===== config.mk =====
export PLATFORM = sky130hd
export DESIGN_NAME = seg_scan_controller
export DESIGN_NICKNAME = d
export VERILOG_FILES = /design/src/rtl/seg_pkg.sv /design/src/rtl/seg_scan_controller_digit_anode_decode.sv /design/src/rtl/seg_scan_controller.sv
export SDC_FILE = /design/constraint.sdc
export NUM_CORES = 1
export LEC_CHECK = 0
export BUFFER_PORTS_ARGS = -buffer_cell sky130_fd_sc_hd__buf_2
export CORE_ASPECT_RATIO = 0.8
export CORE_UTILIZATION = 25
export CTS_BUF_LIST = sky130_fd_sc_hd__clkbuf_8
export DETAILED_ROUTE_END_ITERATION = 6
export REMOVE_ABC_BUFFERS = 1
export SLEW_MARGIN = 20
export SYNTH_ARGS = -nofsm -noshare
export SYNTH_HDL_FRONTEND = slang
export SYNTH_SLANG_ARGS = --single-unit
export TNS_END_PERCENT = 5

===== constraint.sdc =====
create_clock -name clk -period 2.9 [get_ports clk]
set_input_delay 0.58 -clock clk [delete_from_list [all_inputs] [get_ports clk]]
set_output_delay 0.58 -clock clk [all_outputs]
set_load 0.005 [all_outputs]

===== src/rtl/seg_pkg.sv =====
// Shared constants, segment table and scan state type for the eight-digit display scanner.
// The leading-zero blank helper is used only when SEG_LEADING_ZERO_BLANK_EN is defined.
package seg_pkg;

    localparam int unsigned NUM_DIGITS = 8;
    localparam logic [6:0]  SEG_OFF    = 7'h7F;
    localparam logic [7:0]  AN_OFF     = 8'hFF;

    // Active-low {G,F,E,D,C,B,A} patterns for hex digits 0..F.
    localparam logic [6:0] HEX_SEG [0:15] = '{
        7'b1000000, 7'b1111001, 7'b0100100, 7'b0110000,
        7'b0011001, 7'b0010010, 7'b0000010, 7'b1111000,
        7'b0000000, 7'b0010000, 7'b0001000, 7'b0000011,
        7'b1000110, 7'b0100001, 7'b0000110, 7'b0001110
    };

    typedef enum logic {
        BLANK = 1'b0,
        DRIVE = 1'b1
    } scan_state_e;

    // Marks zero digits above the most significant nonzero digit; digit 0 is never marked.
    function automatic logic [7:0] lz_blank_mask(input logic [31:0] d);
        logic [7:0] m;
        logic       seen;
        m    = 8'h00;
        seen = 1'b0;
        for (int i = NUM_DIGITS - 1; i >= 1; i--) begin
            if (d[i*4 +: 4] != 4'h0) begin
                seen = 1'b1;
            end else begin
                seen = seen;
            end
            m[i] = ~seen;
        end
        return m;
    endfunction

endpackage


===== src/rtl/seg_scan_controller_digit_anode_decode.sv =====
// Turns a digit index plus enable into the active-low anode word; disabled digits keep all anodes high.
module digit_anode_decode
    import seg_pkg::*;
(
    input  logic [2:0] idx,
    input  logic       en,
    output logic [7:0] an
);

    // One-cold decode of the selected digit.
    always_comb begin
        an = AN_OFF;
        if (en) begin
            an[idx] = 1'b0;
        end else begin
            an = AN_OFF;
        end
    end

endmodule


===== src/rtl/seg_scan_controller.sv =====
// Eight-digit multiplexed seven-segment scanner with per-slot blanking and frame-aligned double buffering.
// Optional SEG_LEADING_ZERO_BLANK_EN suppresses segments of leading zero digits.
module seg_scan_controller
    import seg_pkg::*;
#(
    parameter int unsigned REFRESH_DIV  = 12500,
    parameter int unsigned BLANK_CYCLES = 100
) (
    input  logic        clk,
    input  logic        reset,
    input  logic [31:0] digits_in,
    input  logic [7:0]  dp_in,
    input  logic [7:0]  digit_en,
    input  logic        load,
    output logic        upd_pending,
    output logic        frame_start,
    output logic [7:0]  AN,
    output logic [6:0]  SEG,
    output logic        DP
);

    localparam int unsigned      CNT_W      = (REFRESH_DIV > 1) ? $clog2(REFRESH_DIV) : 1;
    localparam logic [CNT_W-1:0] SLOT_LAST  = CNT_W'(REFRESH_DIV - 1);
    localparam logic [CNT_W-1:0] BLANK_LAST = CNT_W'(BLANK_CYCLES - 1);

    logic [CNT_W-1:0] slot_cnt_r;
    logic [2:0]       digit_idx_r;
    scan_state_e      state_r;
    scan_state_e      state_next_s;
    logic             slot_wrap_s;
    logic             frame_bnd_s;

    logic [31:0]      shadow_digits_r;
    logic [7:0]       shadow_dp_r;
    logic [31:0]      active_digits_r;
    logic [7:0]       active_dp_r;
    logic             upd_pending_r;

    logic [7:0]       an_dec_s;
    logic [3:0]       nibble_s;
    logic [6:0]       seg_s;
    logic [7:0]       an_r;
    logic [6:0]       seg_r;
    logic             dp_r;

    assign slot_wrap_s = (slot_cnt_r == SLOT_LAST);
    assign frame_bnd_s = slot_wrap_s && (digit_idx_r == 3'd7);

    // Slot counter and digit index; the index advances once per slot wrap.
    always_ff @(posedge clk) begin
        if (reset) begin
            slot_cnt_r  <= '0;
            digit_idx_r <= 3'd0;
        end else if (slot_wrap_s) begin
            slot_cnt_r  <= '0;
            digit_idx_r <= digit_idx_r + 3'd1;
        end else begin
            slot_cnt_r  <= slot_cnt_r + CNT_W'(1);
            digit_idx_r <= digit_idx_r;
        end
    end

    // Scan state register.
    always_ff @(posedge clk) begin
        if (reset) begin
            state_r <= BLANK;
        end else begin
            state_r <= state_next_s;
        end
    end

    // DRIVE covers slot_cnt >= BLANK_CYCLES; every slot restarts in BLANK.
    always_comb begin
        state_next_s = state_r;
        case (state_r)
            BLANK: begin
                if (slot_wrap_s) begin
                    state_next_s = BLANK;
                end else if (slot_cnt_r == BLANK_LAST) begin
                    state_next_s = DRIVE;
                end else begin
                    state_next_s = BLANK;
                end
            end
            DRIVE: begin
                if (slot_wrap_s) begin
                    state_next_s = BLANK;
                end else begin
                    state_next_s = DRIVE;
                end
            end
            default: state_next_s = BLANK;
        endcase
    end

    // Shadow/active buffers: a load on the boundary cycle stays pending for the next frame.
    always_ff @(posedge clk) begin
        if (reset) begin
            shadow_digits_r <= 32'h0000_0000;
            shadow_dp_r     <= 8'h00;
            active_digits_r <= 32'h0000_0000;
            active_dp_r     <= 8'h00;
            upd_pending_r   <= 1'b0;
        end else begin
            if (frame_bnd_s && upd_pending_r) begin
                active_digits_r <= shadow_digits_r;
                active_dp_r     <= shadow_dp_r;
            end else begin
                active_digits_r <= active_digits_r;
                active_dp_r     <= active_dp_r;
            end
            if (load) begin
                shadow_digits_r <= digits_in;
                shadow_dp_r     <= dp_in;
                upd_pending_r   <= 1'b1;
            end else if (frame_bnd_s) begin
                upd_pending_r   <= 1'b0;
            end else begin
                upd_pending_r   <= upd_pending_r;
            end
        end
    end

    digit_anode_decode u_anode_decode (
        .idx (digit_idx_r),
        .en  (digit_en[digit_idx_r]),
        .an  (an_dec_s)
    );

`ifdef SEG_LEADING_ZERO_BLANK_EN
    logic [7:0] blank_mask_r;

    // Blank mask follows the digits that become active at each boundary.
    always_ff @(posedge clk) begin
        if (reset) begin
            blank_mask_r <= lz_blank_mask(32'h0000_0000);
        end else if (frame_bnd_s && upd_pending_r) begin
            blank_mask_r <= lz_blank_mask(shadow_digits_r);
        end else begin
            blank_mask_r <= blank_mask_r;
        end
    end
`endif

    // Segment pattern for the digit currently being scanned.
    always_comb begin
        nibble_s = active_digits_r[{digit_idx_r, 2'b00} +: 4];
        seg_s    = HEX_SEG[nibble_s];
`ifdef SEG_LEADING_ZERO_BLANK_EN
        if (blank_mask_r[digit_idx_r]) begin
            seg_s = SEG_OFF;
        end else begin
            seg_s = HEX_SEG[nibble_s];
        end
`endif
    end

    // Registered pin drivers, one cycle behind the scan state.
    always_ff @(posedge clk) begin
        if (reset) begin
            an_r  <= AN_OFF;
            seg_r <= SEG_OFF;
            dp_r  <= 1'b1;
        end else if (state_r == BLANK) begin
            an_r  <= AN_OFF;
            seg_r <= SEG_OFF;
            dp_r  <= 1'b1;
        end else begin
            an_r  <= an_dec_s;
            seg_r <= seg_s;
            dp_r  <= ~active_dp_r[digit_idx_r];
        end
    end

    assign AN          = an_r;
    assign SEG         = seg_r;
    assign DP          = dp_r;
    assign upd_pending = upd_pending_r;
    assign frame_start = frame_bnd_s;

endmodule


Yosys cells after proc, flatten, opt, wreduce, memory -nomap -nowiden
Memory sizes are Yosys's and may differ from the RTL's. A register that Yosys moved wholly into a read port is not among the register bits.
Cells that the tools add are included.
{ "word_totals": {"elab_cells": 43, "regBits": 108, "output_inout_bits": 18, "romBits": 112, "n_memories": 1} }
{ "op_classes": {"magnitude_cmp": 2, "mux": 12, "bitwise": 5, "addsub": 2, "shifts": 1, "n_reduce_logical": 7, "eq_ne": 3} }
{ "mem_list": {"columns": ["memory", "words", "width", "read_ports", "rd_ports_with_merged_regs", "wr", "line", "rtl"], "rows": [
  ["(name not given)", 16, 7, 1, 1, 0, "seg_scan_controller.sv:148", "seg_s = HEX_SEG[nibble_s];"]
]} }
{ "ops": {"columns": ["op", "count"], "rows": [
  ["$shiftx 32x6->4", 1],
  ["$add 14x1->14 const B", 1],
  ["$eq 14x14->1 const B", 1],
  ["$eq 14x7->1 const B", 1],
  ["$mux 1", 8],
  ["$not 8->8", 1],
  ["$bmux 1 s3", 2],
  ["$not 4->5", 1],
  ["$lt 3x4->1 const B", 1],
  ["$reduce_or 2->1", 2],
  ["$add 3x1->3 const B", 1],
  ["$demux 1 s3", 1],
  ["$eq 3x3->1 const B", 1],
  ["$ge 3x1->1 const B", 1],
  ["$logic_and 1x1->1", 3],
  ["$not 1->1", 3],
  ["$reduce_or 3->1", 1],
  ["$pmux 1 s2", 1],
  ["$reduce_bool 2->1", 1]
]} }

Longest topological paths before layout
Gate-level depths: netlist (run 1).
{ "logic_depth": {"ltp_word": 5, "mapped_depth": 11, "mapped_depth_nobuf": 10} }

Modules after synthesis
A second synthesis (run 1) with hierarchy kept.
{ "unflattened": {"hier_cells": 496, "area_unflattened_um2": 5003.5} }
{ "by_module_without_submodules": {"columns": ["module", "n_inst", "cells_each", "area_each_um2", "seq_area_each_um2"], "rows": [
  ["seg_scan_controller", 1, 488, 4927.2, 2302.2],
  ["digit_anode_decode", 1, 8, 76.3, 0.0]
]} }

Worst setup path after synthesis (run 1)
Ideal clock, no wire load.
{ "synth_path": {"kind": "register to register", "start": "register digit_idx_r[0]", "end": "register seg_r[4], in the netlist SEG[4]", "setup_slack_ps": 708, "t_arrival_ps": 2072, "stages_incl_launch_ff": 8, "required_time_ps": 2780, "period_less_slack_ps": 2192, "cell_sequence": "dfxtp_1 buf_6 mux2_4 a22o_1 a211o_1 ha_1 mux2_2 a211o_1"} }
{ "synth_between": {"elab_chain_cells": 2} }
{ "synth_lines": {"columns": ["element", "line", "rtl"], "rows": [
  ["start: declaration", "seg_scan_controller.sv:27", "logic [2:0] digit_idx_r;"],
  ["start signal: assignment", "seg_scan_controller.sv:56", "digit_idx_r <= digit_idx_r + 3'd1;"],
  ["start signal: assignment", "seg_scan_controller.sv:59", "digit_idx_r <= digit_idx_r;"],
  ["$shiftx 32x6->4", "seg_scan_controller.sv:147", "nibble_s = active_digits_r[{digit_idx_r, 2'b00} +: 4];"],
  ["$not 4->5 (implied by the code)", "seg_scan_controller.sv:148", null],
  ["end: declaration", "seg_scan_controller.sv:43", "logic [6:0] seg_r;"]
]} }
Every way passes these cells.
A chain may end at the register's enable or synchronous reset.

Worst setup path in the final report (run 1)
{ "layout_path": {"start": "register digit_idx_r[0]", "end": "register seg_r[1], in the netlist SEG[1]"} }
The elaborated chain is that of the path after synthesis.

==> results of run 1 <==
sequential cells by signal (all words and copies together), names as in the netlist:
| register | cells |
|---|---|
| active_dp_r | 8 |
| state_r | 1 |
| slot_cnt_r | 14 |
| shadow_dp_r | 8 |
| shadow_digits_r | 32 |
| active_digits_r | 32 |
| AN | 8 |
| upd_pending | 1 |
| digit_idx_r | 3 |
| DP | 1 |
| SEG | 7 |
power groups by stage:
stage / Combinational, mW / Clock, mW / Sequential, mW
2_1_floorplan: 0.0602 / 0 / 1.67
3_3_place_gp: 0.141 / 0 / 1.67
3_5_place_dp: 0.141 / 0 / 1.68
4_1_cts: 0.142 / 1.38 / 1.64
5_1_grt: 0.157 / 1.46 / 1.64
6_report: 0.139 / 1.34 / 1.64
logic make-up after synthesis:
| family | count (synthesis) |
|---|---|
| buffers and inverters | 45 |
| flip-flops | 115 |
| AND/OR/NAND/NOR | 202 |
| AO/OA/AOI/OAI | 64 |
| adder cells (fa/ha/maj) | 9 |
| XOR/XNOR | 13 |
| multiplexers | 68 |
worst max-delay path, delay by kind of cell (launching register included):
family          cells  cell delay (ns)
mux                 3             1.12
buf+inv             3             0.43
fa+ha+maj           1             0.17
flops               1             0.43
compound gates      1             0.31
cell type report:
type	instances	area, µm²	area share, %
sequential	115	2302	40.83
multi-input combinational	356	2182	38.70
timing repair buffer	80	442.9	7.856
tap	253	316.6	5.615
clock buffer	19	261.5	4.638
clock inverter	11	91.34	1.620
inverter	11	41.29	0.7324
per-layer routing:
| metal | wire length [µm] | track usage [%] | vias up |
|---|---|---|---|
| met3 | 520 | 4.125 | 10 |
| met4 | 91 | 3.287 | 0 |
| li1 | - | - | 1847 |
| met2 | 4081 | 15.15 | 66 |
| met1 | 5633 | 16.23 | 1619 |
| met5 | 0 | 0 | - |
stage by stage:
stage	power (mW)	utilization, %	instance area [µm²]	hold slack (ns)	setup slack (ns)
6_report	3.122	30.75	5638	0.3825	0.2950
2_1_floorplan	1.728	-	4526	0.4251	0.2929
4_1_cts	3.160	30.71	5630	0.3586	0.07158
3_3_place_gp	1.815	28.79	5278	0.4426	0.4162
5_1_grt	3.260	30.75	5638	0.3507	0.1144
3_5_place_dp	1.817	28.79	5278	0.4436	0.3216
cell usage after synthesis, types with 2 or more instances:
master and n:
inv_1 11, buf_6 10, ha_1 9, buf_4 3, clkbuf_1 14, a21oi_1 45, mux2_2 9, o221ai_1 2
nor2_1 68, mux4_2 3, xnor2_1 6, a22o_1 2, nand2_1 98, a211o_1 2, mux2i_1 55, o21ai_0 5
a221oi_1 2, nand3_1 11, and3_1 8, or2_2 2, nand4_1 3, buf_1 6, dfxtp_1 115, xor2_1 7
nor2b_1 2, nor3_1 5
path summary, 6_finish.rpt:
check | startpoint | to
worst min-delay path | dp_in[1] | shadow_dp_r[1]
worst max register to register | digit_idx_r[0] | SEG[1]
worst min register to register | shadow_digits_r[28] | active_digits_r[28]
worst max-delay path | digit_idx_r[0] | SEG[1]
==> results.json, run 1 <==
{
  "power_density_nw_per_um2": 553.8,
  "cp_max_fo": 13,
  "root_buffer": "clkbuf_8",
  "ys_ff_latch": 115,
  "gr-total-overflow": 0,
  "yosysTopAreaCell": "dfxtp_1",
  "insertion_delay_ns": 0.43,
  "synth.avg_cell_area_um2": 9.188,
  "final-instance-count-excl-fill": 845,
  "drtIter0Drc": 183,
  "dieHeight_um": 125.2,
  "grt_pass1_wl_mm": 17.06,
  "drtAntennaViolNets": 0,
  "initial_core_util_pct": 25.86,
  "cp.arrival_ns": 2.90,
  "hold_viol": 0,
  "cts_sinks": 115,
  "cts_resized": 0,
  "io_pins": 69,
  "synth_compound_area_share_pct": 7.733,
  "drt-pass1-iter-count": 4,
  "cts_tree": "done",
  "drive_gt1_share_pct": 21.28,
  "grt_max_degree": 39,
  "final_common_cell": "dfxtp_1",
  "hold_path.class": "primary input to register",
  "fillers": 1958,
  "coreArea_um2": 18330,
  "synth_top_area_share_pct": 48.56,
  "skew_ns": 0.01054,
  "dp_hpwl_mm": 7.461,
  "setup_viol": 0,
  "slew_viol_final": 0,
  "place_congestion": 0.7926,
  "syn_inst": 516,
  "worst_hold_path.num_cells": 3,
  "path_clk_slew_ns": 0.07,
  "synth.yosys.seq_area_share_pct": 48.56,
  "cts_made_buffers": 17,
  "comb_power_share_pct": 4.5,
  "worstPathCellList": "buf_4, mux4_2, mux2_2, inv_1, ha_1, inv_1, mux2_2, o21ai_0",
  "endpoint_kind": "register",
  "drt-vias-per-instance": 4.192,
  "htree_levels": 4,
  "yosysWarnings": 0,
  "num_vias": 3542,
  "cap_violations": 0,
  "synth_edf_count": 0,
  "rsz0062_at_grt": "no",
  "io_buffers": 68,
  "grt_util_all_layers_pct": 11.20,
  "p_seq_share_pct": 52.5,
  "regToRegSetupSlack_ns": 0.30,
  "critPathKind": "register to register",
  "n_antenna_cell": 0,
  "netlist-cell-type-count": 39,
  "max-vdd-ir-drop_mv": 0.2708,
  "p_clk_share_pct": 43.0,
  "clk_path_buf_depth": 2,
  "synth-adder-area-share_pct": 2.375,
  "startpoint_type": "register",
  "slowest_delay_ns": 0.53,
  "synth-simple-area-share_pct": 18.03,
  "fin_nets": 641,
  "swShare_pct": 23.57,
  "drc": 0,
  "synth_xor_area_share_pct": 2.402,
  "synth_area_leaders": "dfxtp_1, mux2i_1, nand2_1",
  "drt_wl_total_mm": 10.33,
  "synth_top_family_by_area": "simple AND/OR/NAND/NOR gates",
  "worstPathRequired_ns": 3.20,
  "die_area_um2": 19520,
  "ff2ff_path_depth": 8,
  "internal_power_mw": 2.386,
  "cpMaxStageDelayCell": "mux4_2",
  "antenna_found_initial": 0,
  "rows": 44,
  "dp_cells": 814,
  "post-cts-setup-buffers": 0,
  "slew_headroom_pct": 60.15,
  "synth_ff_type": "dfxtp_1",
  "syn_to_final_growth_pct": 18.92,
  "status": "complete, no violations",
  "dieWidth_um": 156.0,
  "p_leak_nw": 2.205,
  "tightest_slew_ns": 0.5933,
  "muxShareOfSynthArea_pct": 15.49,
  "avgRoutedWirePerCell_um": 12.22,
  "syn_area_um2": 4741,
  "max_freq_ghz": 0.3839,
  "period_share_pct": 89.83,
  "synthArstFlopShare_pct": 0,
  "holdBufCountCts": 0,
  "most-common-layout-cells": "dfxtp_1, nand2_1, nor2_1, buf_2, mux2i_1",
  "setup_tns_ns": 0,
  "p_sw_uw": 736.0,
  "min_period_ns": 2.605,
  "grt_pass1_vias": 3324
}
Power figures use the tool's default switching activity.
==> run 2: changes to the inputs <==
--- a/config.mk
+++ b/config.mk
@@ -7,7 +7,7 @@
 export LEC_CHECK = 0
 export BUFFER_PORTS_ARGS = -buffer_cell sky130_fd_sc_hd__buf_2
 export CORE_ASPECT_RATIO = 0.8
-export CORE_UTILIZATION = 25
+export CORE_UTILIZATION = 40
 export CTS_BUF_LIST = sky130_fd_sc_hd__clkbuf_8
 export DETAILED_ROUTE_END_ITERATION = 6
 export REMOVE_ABC_BUFFERS = 1
==> constraint.sdc (replaced) <==
create_clock -name clk -period 3 [get_ports clk]
set_input_delay 0.6 -clock clk [delete_from_list [all_inputs] [get_ports clk]]
set_output_delay 0.6 -clock clk [all_outputs]
set_load 0.005 [all_outputs]
==> run 2 against run 1 <==
  * Combinational power shrank 6%
  * Power shrank 2.6%
  * Sequential share of layout area grew 0.88 points
==> results.json, run 2 (synthesis results as in run 1) <==
{
  "rsz0062_at_grt": "no",
  "min_period_ns": 2.670,
  "cts_made_buffers": 17,
  "antenna_found_initial": 0,
  "dp_cells": 709,
  "gr-total-overflow": 0,
  "drc": 0,
  "fin_nets": 642,
  "drt-vias-per-instance": 4.857,
  "worstPathCellList": "ha_1, nor4b_2, nand2_1, nor4_4, nand2_1, inv_1, buf_2",
  "n_antenna_cell": 0,
  "power_density_nw_per_um2": 551.2,
  "final_common_cell": "dfxtp_1",
  "startpoint_type": "register",
  "setup_tns_ns": 0,
  "avgRoutedWirePerCell_um": 12.67,
  "p_leak_nw": 2.228,
  "skew_ns": 0.01074,
  "path_clk_slew_ns": 0.07,
  "io_buffers": 68,
  "io_pins": 69,
  "tightest_slew_ns": 0.6237,
  "cp_max_fo": 4,
  "slew_viol_final": 0,
  "grt_util_all_layers_pct": 16.21,
  "power.total_mw": 3.042,
  "num_vias": 3594,
  "setup_viol": 0,
  "fillers": 1147,
  "root_buffer": "clkbuf_8",
  "die_area_um2": 12290,
  "cpMaxStageDelayCell": "dfxtp_1",
  "hold_viol": 0,
  "grt_pass1_wl_mm": 15.54,
  "dieWidth_um": 123.7,
  "final-instance-count-excl-fill": 740,
  "status": "complete, no violations",
  "syn_to_final_growth_pct": 16.42,
  "hold_path.class": "primary input to register",
  "period_share_pct": 88.99,
  "drt_wl_total_mm": 9.374,
  "reg_top3": "active_digits_r x32, shadow_digits_r x32, slot_cnt_r x14",
  "initial_core_util_pct": 41.16,
  "drive_gt1_share_pct": 21.45,
  "htree_levels": 4,
  "grt_pass1_vias": 3373,
  "slowest_delay_ns": 0.38,
  "worstPathRequired_ns": 2.40,
  "cts_tree": "done",
  "clk_path_buf_depth": 2,
  "insertion_delay_ns": 0.42,
  "critPathTopFamily": "simple AND/OR/NAND/NOR gates",
  "rows": 35,
  "cp.arrival_ns": 2.07,
  "drtAntennaViolNets": 0,
  "cap_violations": 0,
  "max_freq_ghz": 0.3746,
  "crit_buf_inv": 2,
  "critPathKind": "register to primary output",
  "place_congestion": 0.8045,
  "max-vdd-ir-drop_mv": 0.3702,
  "dp_hpwl_mm": 6.637,
  "dieHeight_um": 99.38,
  "ff2ff_path_depth": 8,
  "grt_max_degree": 41,
  "worst_hold_path.num_cells": 3,
  "coreArea_um2": 11520,
  "most-common-layout-cells": "dfxtp_1, nand2_1, nor2_1, buf_2, mux2i_1",
  "cts_sinks": 115,
  "cpMostUsedCell": "nand2_1",
  "worst-path-stages": 7,
  "final_core_util_pct": 47.92,
  "slew_headroom_pct": 58.42,
  "drt-pass1-iter-count": 4,
  "endpoint_kind": "primary output",
  "drtIter0Drc": 183
}
## run 2: cell count changes in the layout (fill, tap and decap cells not counted), sizes merged
cell and delta:
clkbuf +4, clkinvlp -4, buf +1, inv -1
## run 2: per-stage QoR
| stage | area, µm² | worst slack [ns] | hold WS [ns] |
|---|---|---|---|
| 3_5_place_dp | 5134 | 0.5261 | 0.4466 |
| 5_1_grt | 5519 | 0.1693 | 0.3860 |
| 3_3_place_gp | 5134 | 0.6128 | 0.4410 |
| 2_1_floorplan | 4526 | 0.3929 | 0.4251 |
| 4_1_cts | 5504 | 0.1056 | 0.3885 |
| 6_report | 5519 | 0.3304 | 0.4161 |
## run 2: power breakdown
| part | total (mW) | internal, mW | switching (mW) | leakage [nW] |
|---|---|---|---|---|
| clock network | 1.33 | 0.765 | 0.561 | 0.200 |
| logic | 0.130 | 0.0653 | 0.0649 | 1.09 |
| registers | 1.59 | 1.56 | 0.0222 | 0.936 |
## run 2: per-layer routing
metal	track usage [%]	part of all wire (%)	vias up	wire, µm
met1	21.29	51	1654	4769
met3	4.874	4.5	9	424
met5	0	0	-	0
met4	6.951	1.2	0	108
met2	24.53	43	72	4072
li1	-	-	1859	-
## run 2: final cells by class
| type | instances | area, µm² | share of cell area (%) |
|---|---|---|---|
| flip-flops and latches | 115 | 2302 | 41.71 |
| clock buffers | 23 | 316.6 | 5.736 |
| multi-input cells | 356 | 2182 | 39.54 |
| well taps | 148 | 185.2 | 3.355 |
| clock inverters | 6 | 53.80 | 0.9748 |
| repair buffers | 81 | 437.9 | 7.935 |
| inverters | 11 | 41.29 | 0.7481 |
## run 2: worst min-delay path: stages
cell	delay [ns]
buf_2	0.08
mux2i_1	0.05
nor2_1	0.07
## run 2: path summary, 6_finish.rpt
kind              slack (ns)                start             endpoint
hold / removal          0.42        digits_in[19]  shadow_digits_r[19]
setup / recovery        0.33        slot_cnt_r[0]          frame_start
setup reg to reg        0.51       digit_idx_r[0]               SEG[0]
hold reg to reg         0.45  active_digits_r[13]  active_digits_r[13]
## run 2: repair_timing
action	CTS	global route
setup endpoints to repair	0	1
gates resized for setup	0	0
hold buffers	0	0
setup buffers	0	2
